## src/rtl/gamepad_reader.sv

```systemverilog
// Serial latch/clock gamepad front end: one read of a shift-register pad per poll.
// Optional GAMEPAD_DEBOUNCE_EN: publish buttons only after two identical consecutive reads.
//
// state    | meaning
// ---------+---------------------------------------------------------
// IDLE     | waiting for poll
// LATCH    | pad_latch high, pad parallel-loads its buttons
// SHIFT_LO | pad_clk low; synchronized bit sampled in the last cycle
// SHIFT_HI | pad_clk high; rising edge makes the pad present next bit
// DONE     | one cycle, valid pulses when buttons are updated
module gamepad_reader #(
  parameter int LATCH_CYCLES = 300,
  parameter int HALF_PERIOD  = 150,
  parameter int BIT_COUNT    = 16,
  parameter int BUTTON_COUNT = 12
) (
  input  logic                    clk,
  input  logic                    reset,
  input  logic                    poll,
  input  logic                    pad_data,
  output logic                    pad_latch,
  output logic                    pad_clk,
  output logic [BUTTON_COUNT-1:0] buttons,
  output logic                    valid,
  output logic                    busy
);

  localparam int MAX_CYC = (LATCH_CYCLES > HALF_PERIOD) ? LATCH_CYCLES : HALF_PERIOD;
  localparam int CW      = (MAX_CYC > 1) ? $clog2(MAX_CYC) : 1;

  typedef enum logic [2:0] {
    S_IDLE,
    S_LATCH,
    S_SHIFT_LO,
    S_SHIFT_HI,
    S_DONE
  } state_t;

  state_t                  state_q, state_d;
  logic [CW-1:0]           cnt_q, cnt_d;
  logic [4:0]              idx_q, idx_d;
  logic                    sync1_q, sync1_d;
  logic                    sync2_q, sync2_d;
  logic [BUTTON_COUNT-1:0] scan_q, scan_d;
  logic [BUTTON_COUNT-1:0] buttons_q, buttons_d;
  logic                    latch_q, latch_d;
  logic                    pclk_q, pclk_d;
  logic                    valid_q, valid_d;
  logic                    busy_q, busy_d;
`ifdef GAMEPAD_DEBOUNCE_EN
  logic [BUTTON_COUNT-1:0] prev_q, prev_d;
`endif

  always_comb begin
    state_d   = state_q;
    cnt_d     = cnt_q;
    idx_d     = idx_q;
    sync1_d   = pad_data;
    sync2_d   = sync1_q;
    scan_d    = scan_q;
    buttons_d = buttons_q;
    latch_d   = latch_q;
    pclk_d    = pclk_q;
    valid_d   = 1'b0;
    busy_d    = busy_q;
`ifdef GAMEPAD_DEBOUNCE_EN
    prev_d    = prev_q;
`endif
    case (state_q)
      S_IDLE: begin
        if (poll) begin
          state_d = S_LATCH;
          cnt_d   = CW'(LATCH_CYCLES - 1);
          latch_d = 1'b1;
          busy_d  = 1'b1;
        end
      end
      S_LATCH: begin
        if (cnt_q == '0) begin
          state_d = S_SHIFT_LO;
          cnt_d   = CW'(HALF_PERIOD - 1);
          idx_d   = 5'd0;
          latch_d = 1'b0;
          pclk_d  = 1'b0;
        end else begin
          cnt_d = cnt_q - CW'(1);
        end
      end
      S_SHIFT_LO: begin
        if (cnt_q == '0) begin
          // pad bits are active-low; bits beyond BUTTON_COUNT are dropped here
          for (int i = 0; i < BUTTON_COUNT; i++) begin
            if (idx_q == 5'(i)) scan_d[i] = ~sync2_q;
          end
          state_d = S_SHIFT_HI;
          cnt_d   = CW'(HALF_PERIOD - 1);
          pclk_d  = 1'b1;
        end else begin
          cnt_d = cnt_q - CW'(1);
        end
      end
      S_SHIFT_HI: begin
        if (cnt_q == '0) begin
          if (idx_q == 5'(BIT_COUNT - 1)) begin
            state_d = S_DONE;
`ifdef GAMEPAD_DEBOUNCE_EN
            prev_d = scan_q;
            if (scan_q == prev_q) begin
              buttons_d = scan_q;
              valid_d   = 1'b1;
            end
`else
            buttons_d = scan_q;
            valid_d   = 1'b1;
`endif
          end else begin
            state_d = S_SHIFT_LO;
            idx_d   = idx_q + 5'd1;
            cnt_d   = CW'(HALF_PERIOD - 1);
            pclk_d  = 1'b0;
          end
        end else begin
          cnt_d = cnt_q - CW'(1);
        end
      end
      S_DONE: begin
        state_d = S_IDLE;
        busy_d  = 1'b0;
      end
      default: begin
        state_d = S_IDLE;
        latch_d = 1'b0;
        pclk_d  = 1'b1;
        busy_d  = 1'b0;
      end
    endcase
  end

  always_ff @(posedge clk or negedge reset) begin
    if (!reset) begin
      state_q   <= S_IDLE;
      cnt_q     <= '0;
      idx_q     <= '0;
      sync1_q   <= 1'b0;
      sync2_q   <= 1'b0;
      scan_q    <= '0;
      buttons_q <= '0;
      latch_q   <= 1'b0;
      pclk_q    <= 1'b1;
      valid_q   <= 1'b0;
      busy_q    <= 1'b0;
`ifdef GAMEPAD_DEBOUNCE_EN
      prev_q    <= '0;
`endif
    end else begin
      state_q   <= state_d;
      cnt_q     <= cnt_d;
      idx_q     <= idx_d;
      sync1_q   <= sync1_d;
      sync2_q   <= sync2_d;
      scan_q    <= scan_d;
      buttons_q <= buttons_d;
      latch_q   <= latch_d;
      pclk_q    <= pclk_d;
      valid_q   <= valid_d;
      busy_q    <= busy_d;
`ifdef GAMEPAD_DEBOUNCE_EN
      prev_q    <= prev_d;
`endif
    end
  end

  assign pad_latch = latch_q;
  assign pad_clk   = pclk_q;
  assign buttons   = buttons_q;
  assign valid     = valid_q;
  assign busy      = busy_q;

endmodule

```

## config.mk

```make
export PLATFORM = sky130hd
export DESIGN_NAME = gamepad_reader
export DESIGN_NICKNAME = d
export VERILOG_FILES = /design/src/rtl/gamepad_reader.sv
export SDC_FILE = /design/constraint.sdc
export NUM_CORES = 1
export LEC_CHECK = 0
export CORE_UTILIZATION = 61
export CTS_CLUSTER_SIZE = 20
export DETAILED_ROUTE_END_ITERATION = 8
export PLACE_DENSITY = 0.84
export SLEW_MARGIN = 20
export SYNTH_ARGS = -nofsm -noshare
export SYNTH_HDL_FRONTEND = slang
export SYNTH_SLANG_ARGS = --single-unit
```

## constraint.sdc

```tcl
create_clock -name clk -period 7.2 [get_ports clk]
set_clock_uncertainty 0.2 [all_clocks]
set_input_delay 1.08 -clock clk [delete_from_list [all_inputs] [get_ports clk]]
set_output_delay 1.08 -clock clk [all_outputs]
set_load 0.02 [all_outputs]
```

==> results of run 1 <==
[sequential cells by signal, indices dropped and copies added (netlist names)]
| name | flops |
|---|---|
| sync1_q | 1 |
| buttons | 12 |
| busy | 1 |
| cnt_q | 9 |
| state_q | 3 |
| pad_latch | 1 |
| scan_q | 12 |
| sync2_q | 1 |
| pad_clk | 1 |
| idx_q | 5 |
| valid | 1 |
[cell families (layout without fill, tap and decap cells)]
kind of cell,count (synthesis),in the layout,synth area share [%]
compound gates,67,67,19.0
fa+ha+maj,6,6,3.33
buf+inv,17,37,3.50
flops,47,47,52.2
mux,13,13,7.16
simple gates,59,59,14.8
[cells in the final DEF (no fill, tap or decap), drive strengths merged, types with 2 or more instances in the layout]
| cell | instances |
|---|---|
| a211oi | 2 |
| a21oi | 4 |
| a31oi | 2 |
| a32o | 2 |
| and2 | 3 |
| clkbuf | 6 |
| clkdlybuf4s50 | 18 |
| dfrtp | 46 |
| ha | 6 |
| inv | 11 |
| mux2 | 13 |
| nand2 | 13 |
| nand4 | 4 |
| nand4b | 2 |
| nor2 | 10 |
| nor2b | 5 |
| nor3 | 4 |
| nor3b | 4 |
| o21ai | 30 |
| o31ai | 19 |
| or2 | 2 |
| or3 | 2 |
| or3b | 2 |
| or4 | 3 |
[power by group through the flow]
stage | Sequential, mW | Combinational, mW | Clock, mW
finish | 0.339 | 0.121 | 0.203
CTS | 0.337 | 0.119 | 0.206
detailed placement | 0.341 | 0.116 | 0
global placement | 0.335 | 0.109 | 0
global route | 0.343 | 0.137 | 0.215
floorplan | 0.326 | 0.0907 | 0
[final cells by class]
type	count	area share [%]
Inverter	10	1.45
Clock inverter	2	1.50
Clock buffer	6	3.20
Sequential cell	47	45.6
Timing Repair Buffer	19	7.27
Multi-Input combinational cell	145	38.7
Tap cell	46	2.23
[stage by stage]
step	hold WS, ns	setup slack (ns)	std cells	utilization [%]
final	0.167	4.33	275	75.0
after global routing	0.178	4.11	275	75.0
after CTS	0.171	4.36	275	74.9
after detailed placement	0.151	4.44	267	71.4
after global placement	0.141	4.58	267	71.4
after floorplan	0.131	4.66	209	-
[worst min-delay path by stage]
stage | from | endpoint | slack [ns] | cells past startpoint
after floorplan | sync1_q | sync2_q | 0.13 | 0
after global placement | sync1_q | sync2_q | 0.14 | 0
after detailed placement | sync1_q | sync2_q | 0.15 | 0
after CTS | sync1_q | sync2_q | 0.17 | 0
after global routing | sync1_q | sync2_q | 0.18 | 0
final | sync1_q | sync2_q | 0.17 | 0
[routing by layer]
layer  routed length [um]  global-route usage [%]  vias to the layer above
li1                     -                       -                      812
met1                 2160                    34.9                      873
met2                 2250                    42.7                       65
met3                  198                    6.20                       15
met4                   99                    12.8                        0
met5                    0                       0                        -
[worst max-delay path, stage by stage, from the launching register on]
cell     delay (ns)
dfrtp_1        0.42
inv_1          0.07
ha_1           0.23
or3b_2         0.52
nor3_1         0.75
o21ai_0        0.25
a32o_1         0.31
==> results.md, run 1 <==
* Worst R2R Setup Slack at 4.33 ns
* Syn. warnings at 0
* Die width at about 63 um
* Max Clock Freq at around 350 MHz
* # DRC at 0
* Sw Ratio at between 30% and 40%
* Die height at between 60 and 70 um
* Largest net degree at the start of global routing at 48
* Worst-margin pin slew at 0.948 ns
* CP endpoint: cnt_q[3]
* Register Area at roughly 1200 um2
* RR Endpoint: cnt_q[3]
* Post-synthesis sequential area ratio at 52.2%
* Number of I/O port buffers at 19
* Clock network power share at between 30% and 40%
* Comb pwr share at between 10% and 20%
* Initial Util at between 60% and 70%
* Top FF cell, synth: dfrtp_1
* Cell Area, Placed at approximately 2500 um2
* Clock sink total at between 40 and 50
* IO Count at 20
* Final HPWL DP at roughly 3200 um
* Top-count cell post-synth: dfrtp_1
* Core area at 3440 um2
* Syn Inst Count at roughly 210
* Placer Congestion at around 0.91
* Final Hold Viols at 0
* Clock Tree Buf Depth at 2
* Nets at around 240
* DR pass1 iterations at 4
* Max IR drop VDD at 167 uV
* Clock Root Buffer: clkbuf_8
* Synth Cell Area at around 2300 um2
* Area Growth Syn to Fin at 14.4%
* Synth area leader: dfrtp_1
* Worst skew pair latency at 0.30 ns
* Hold Buf Count CTS at 0
* DR vias/cell at about 6.4
* CTS tree: yes
* Worst setup EP type: flip-flop
* Wire length per cell at around 17 um
* Synth top area share at about half
* Full die area at just under 4000 um2
* Footprint of the multi-input gates at approximately 1000 um2
* Slew HR at a little over a third
* GR Overflow Total at 0
* Critical path startpoint: cnt_q[0]
* Crit path kind: flip-flop to flip-flop
* Req. time, crit path at just over 7 ns
* Crit-path max FO at 9
* Status: completed
* Setup TNS at 0 ns
* Antenna-violating nets left at 0
* DR iter-0 viols at around 230
* Power, Total at about 0.66 mW
* Overall Global Routing Usage at 26.9%
* Max-cap violations at 0
* Reg power frac at about half
* Site Rows at 21
* CTS H-tree depth at 2
* Number of global-route vias before repair at about 1,800
* Crit path DAT at 2.87 ns
* Final worst-path cycle share at around two fifths
* First-pass GRT wire length at just over 8000 um
* Power Density at around 260 nW/um2
* # diodes at 0
* Synth area leaders: dfrtp_1, o21ai_0, o31ai_1
* RSZ-0062 raised after global routing: no
* Fraction of layout cells with a size suffix above 1 at 13.1%
* Reg2reg path depth at 6
* Yosys reg bits at 47
* Number of synthesized flops with an enable pin at 0
* Post-route minimum period at roughly 2.9 ns
* # resized after CTS at 0
* # fillers at ~240
* Final Max Tran Viols at 0
* Via Count at between 1,500 and 2,000
* Sw Pwr at 0.202 mW
* Net Count, Synth at ~220
* Commonest cells in the netlist: dfrtp_1, o21ai_0, o31ai_1, nand2_1
* Finished Cell Area at about 2600 um2
* Critical Path Start Type: flip-flop
* Syn Area/Cell at ~11 um2
* Async set-or-reset flop fraction in the synthesized netlist at 100%
* Pleak at between 1 and 1.5 nW
* Clk slew on worst S/H paths at roughly 0.09 ns
* Routed WL at between 4000 and 5000 um
* Count of cell types in the netlist at 40
* Num CTS Buffers at 5
* Internal at around 0.46 mW
* Finish-stage setup viols at 0
* Hold Path Class: flip-flop to flip-flop
* Post-CTS Setup Bufs at 0
* Worst R2R Start: cnt_q[0]
* Initial antenna violation count at 0
Note: power is estimated with default switching activity, not from simulation.
==> inputs of run 2 (changes only) <==
--- a/config.mk
+++ b/config.mk
@@ -5,10 +5,10 @@
 export SDC_FILE = /design/constraint.sdc
 export NUM_CORES = 1
 export LEC_CHECK = 0
-export CORE_UTILIZATION = 61
+export CORE_UTILIZATION = 57
 export CTS_CLUSTER_SIZE = 20
 export DETAILED_ROUTE_END_ITERATION = 8
-export PLACE_DENSITY = 0.84
+export PLACE_DENSITY = 0.79
 export SLEW_MARGIN = 20
 export SYNTH_ARGS = -nofsm -noshare
 export SYNTH_HDL_FRONTEND = slang
==> constraint.sdc (replaced) <==
create_clock -name clk -period 2.8 [get_ports clk]
set_clock_uncertainty 0.2 [all_clocks]
set_input_delay 0.42 -clock clk [delete_from_list [all_inputs] [get_ports clk]]
set_output_delay 0.42 -clock clk [all_outputs]
set_load 0.02 [all_outputs]
==> results.md, run 2 (synthesized netlist as in run 1, its figures left out) <==
* Largest net degree at the start of global routing at 48
* Initial antenna violation count at 0
* Most frequent cells in the layout: dfrtp_1, o21ai_0, o31ai_1
* Clock Root Buffer: clkbuf_8
* CTS H-tree depth at 2
* Final Max Tran Viols at 0
* Post-CTS Setup Bufs at 0
* Power Density at around 640 nW/um2
* IO Count at 20
* Die width at approximately 65 um
* Number of I/O port buffers at 19
* # diodes at 0
* Routed WL at 4870 um
* Crit-path max FO at 19
* Max-cap violations at 0
* # DRC at 0
* Critical Path Start Type: flip-flop
* Final worst-path cycle share at between 90 and 100%
* Wire length per cell at roughly 17 um
* Hold Path Class: flip-flop to flip-flop
* First-pass GRT wire length at about 8400 um
* Clock Tree Buf Depth at 2
* Crit path DAT at ~2.6 ns
* Worst setup EP type: flip-flop
* Pleak at about 1.2 nW
* DR iter-0 viols at 114
* RSZ-0062 raised after global routing: no
* Final Hold Viols at 0
* Antenna-violating nets left at 0
* Full die area at approximately 4200 um2
* Clk slew on worst S/H paths at 0.09 ns
* GR Overflow Total at 0
* Die height at around 65 um
* DR pass1 iterations at 4
* Clock sink total at between 40 and 50
* Finish-stage setup viols at 0
* # fillers at 278
* DR vias/cell at slightly above 6
* Via Count at roughly 1,800
* Setup TNS at 0 ns
* Worst-margin pin slew at between 0.6 and 0.7 ns
* Overall Global Routing Usage at a little over a quarter
* Core area at between 3000 and 4000 um2
* Num CTS Buffers at 5
* Slew HR at just under 60%
* Site Rows at 22
* Max Clock Freq at about 380 MHz
* Post-route minimum period at approximately 2.6 ns
* Area Growth Syn to Fin at 17.0%
* Nets at between 200 and 250
* Worst skew pair latency at 0.31 ns
* Placer Congestion at slightly above 0.8
* CTS tree: yes
* Initial Util at 60.7%
* Max IR drop VDD at just over 400 uV
* Number of global-route vias before repair at around 1,800
* Crit path kind: flip-flop to flip-flop
* Most common library cell in the layout ignoring fill and taps: dfrtp_1
* Final HPWL DP at about 3300 um
* Hold slack at roughly 0.16 ns
* Status: completed
* Fraction of layout cells with a size suffix above 1 at between 10% and 20%
* Req. time, crit path at ~2.8 ns
==> run 2: changes by cell type in the layout (fill, tap and decap cells not counted) <==
cell / previous run / this run
buf_4: 1 / 8
clkbuf_8: 6 / 5
clkinvlp_4: 0 / 1
dlygate4sd3_1: 0 / 1
==> run 2: per-stage QoR <==
step	instance area (um2)	std cells	total power [mW]	setup slack, ns	utilization, %
finish	2640	285	1.70	0.170	71.0
detailed placement	2510	276	1.19	0.0878	67.6
CTS	2630	284	1.70	0.0797	70.7
global route	2640	285	1.79	0.0737	71.0
global placement	2510	276	1.16	0.181	67.6
floorplan	2250	209	1.07	0.257	-
==> run 2: path summary, 6_finish.rpt <==
path | start | endpoint | slack, ns | depth (start not counted)
worst max register to register | cnt_q[0] | cnt_q[1] | 0.17 | 6
worst max-delay path | cnt_q[0] | cnt_q[1] | 0.17 | 6
min in group asynchronous | reset | scan_q[4] | 0.44 | 2
max in group asynchronous | reset | cnt_q[8] | 1.53 | 2
worst min-delay path | sync1_q | sync2_q | 0.16 | 0
worst min register to register | sync1_q | sync2_q | 0.16 | 0
==> run 2: routing by layer <==
metal / GRT usage (%) / up-vias / share of wire, %
li1: - / 827 / -
met1: 33.4 / 868 / 44
met2: 42.8 / 49 / 49
met3: 8.10 / 10 / 5.2
met4: 12.5 / 0 / 2.0
met5: 0 / - / 0
==> run 2: power breakdown <==
group | internal [mW] | switching, mW
Clock | 0.269 | 0.242
Combinational | 0.158 | 0.179
Sequential | 0.752 | 0.100
Total | 1.18 | 0.521
==> run 2: layout make-up <==
| cell class | count | area [um2] | area share, % |
|---|---|---|---|
| timing repair buffer | 27 | 250 | 9.48 |
| tap | 48 | 60.1 | 2.28 |
| clock buffer | 5 | 68.8 | 2.61 |
| clock inverter | 3 | 46.3 | 1.75 |
| inverter | 10 | 37.5 | 1.42 |
| sequential | 47 | 1180 | 44.6 |
| multi-input combinational | 145 | 998 | 37.8 |
==> run 2: worst max-delay path, stage by stage (launching register included) <==
cell     delay [ns]
dfrtp_1        0.42
inv_1          0.07
ha_1           0.22
or3b_2         0.52
or4_4          0.60
nand2_1        0.15
mux2_2         0.34
==> run 2: repair_timing <==
item	CTS	global route
endpoints found under the hold margin	0	46
endpoints found under the setup margin	0	1
resized for setup	0	0
hold buffers	0	1
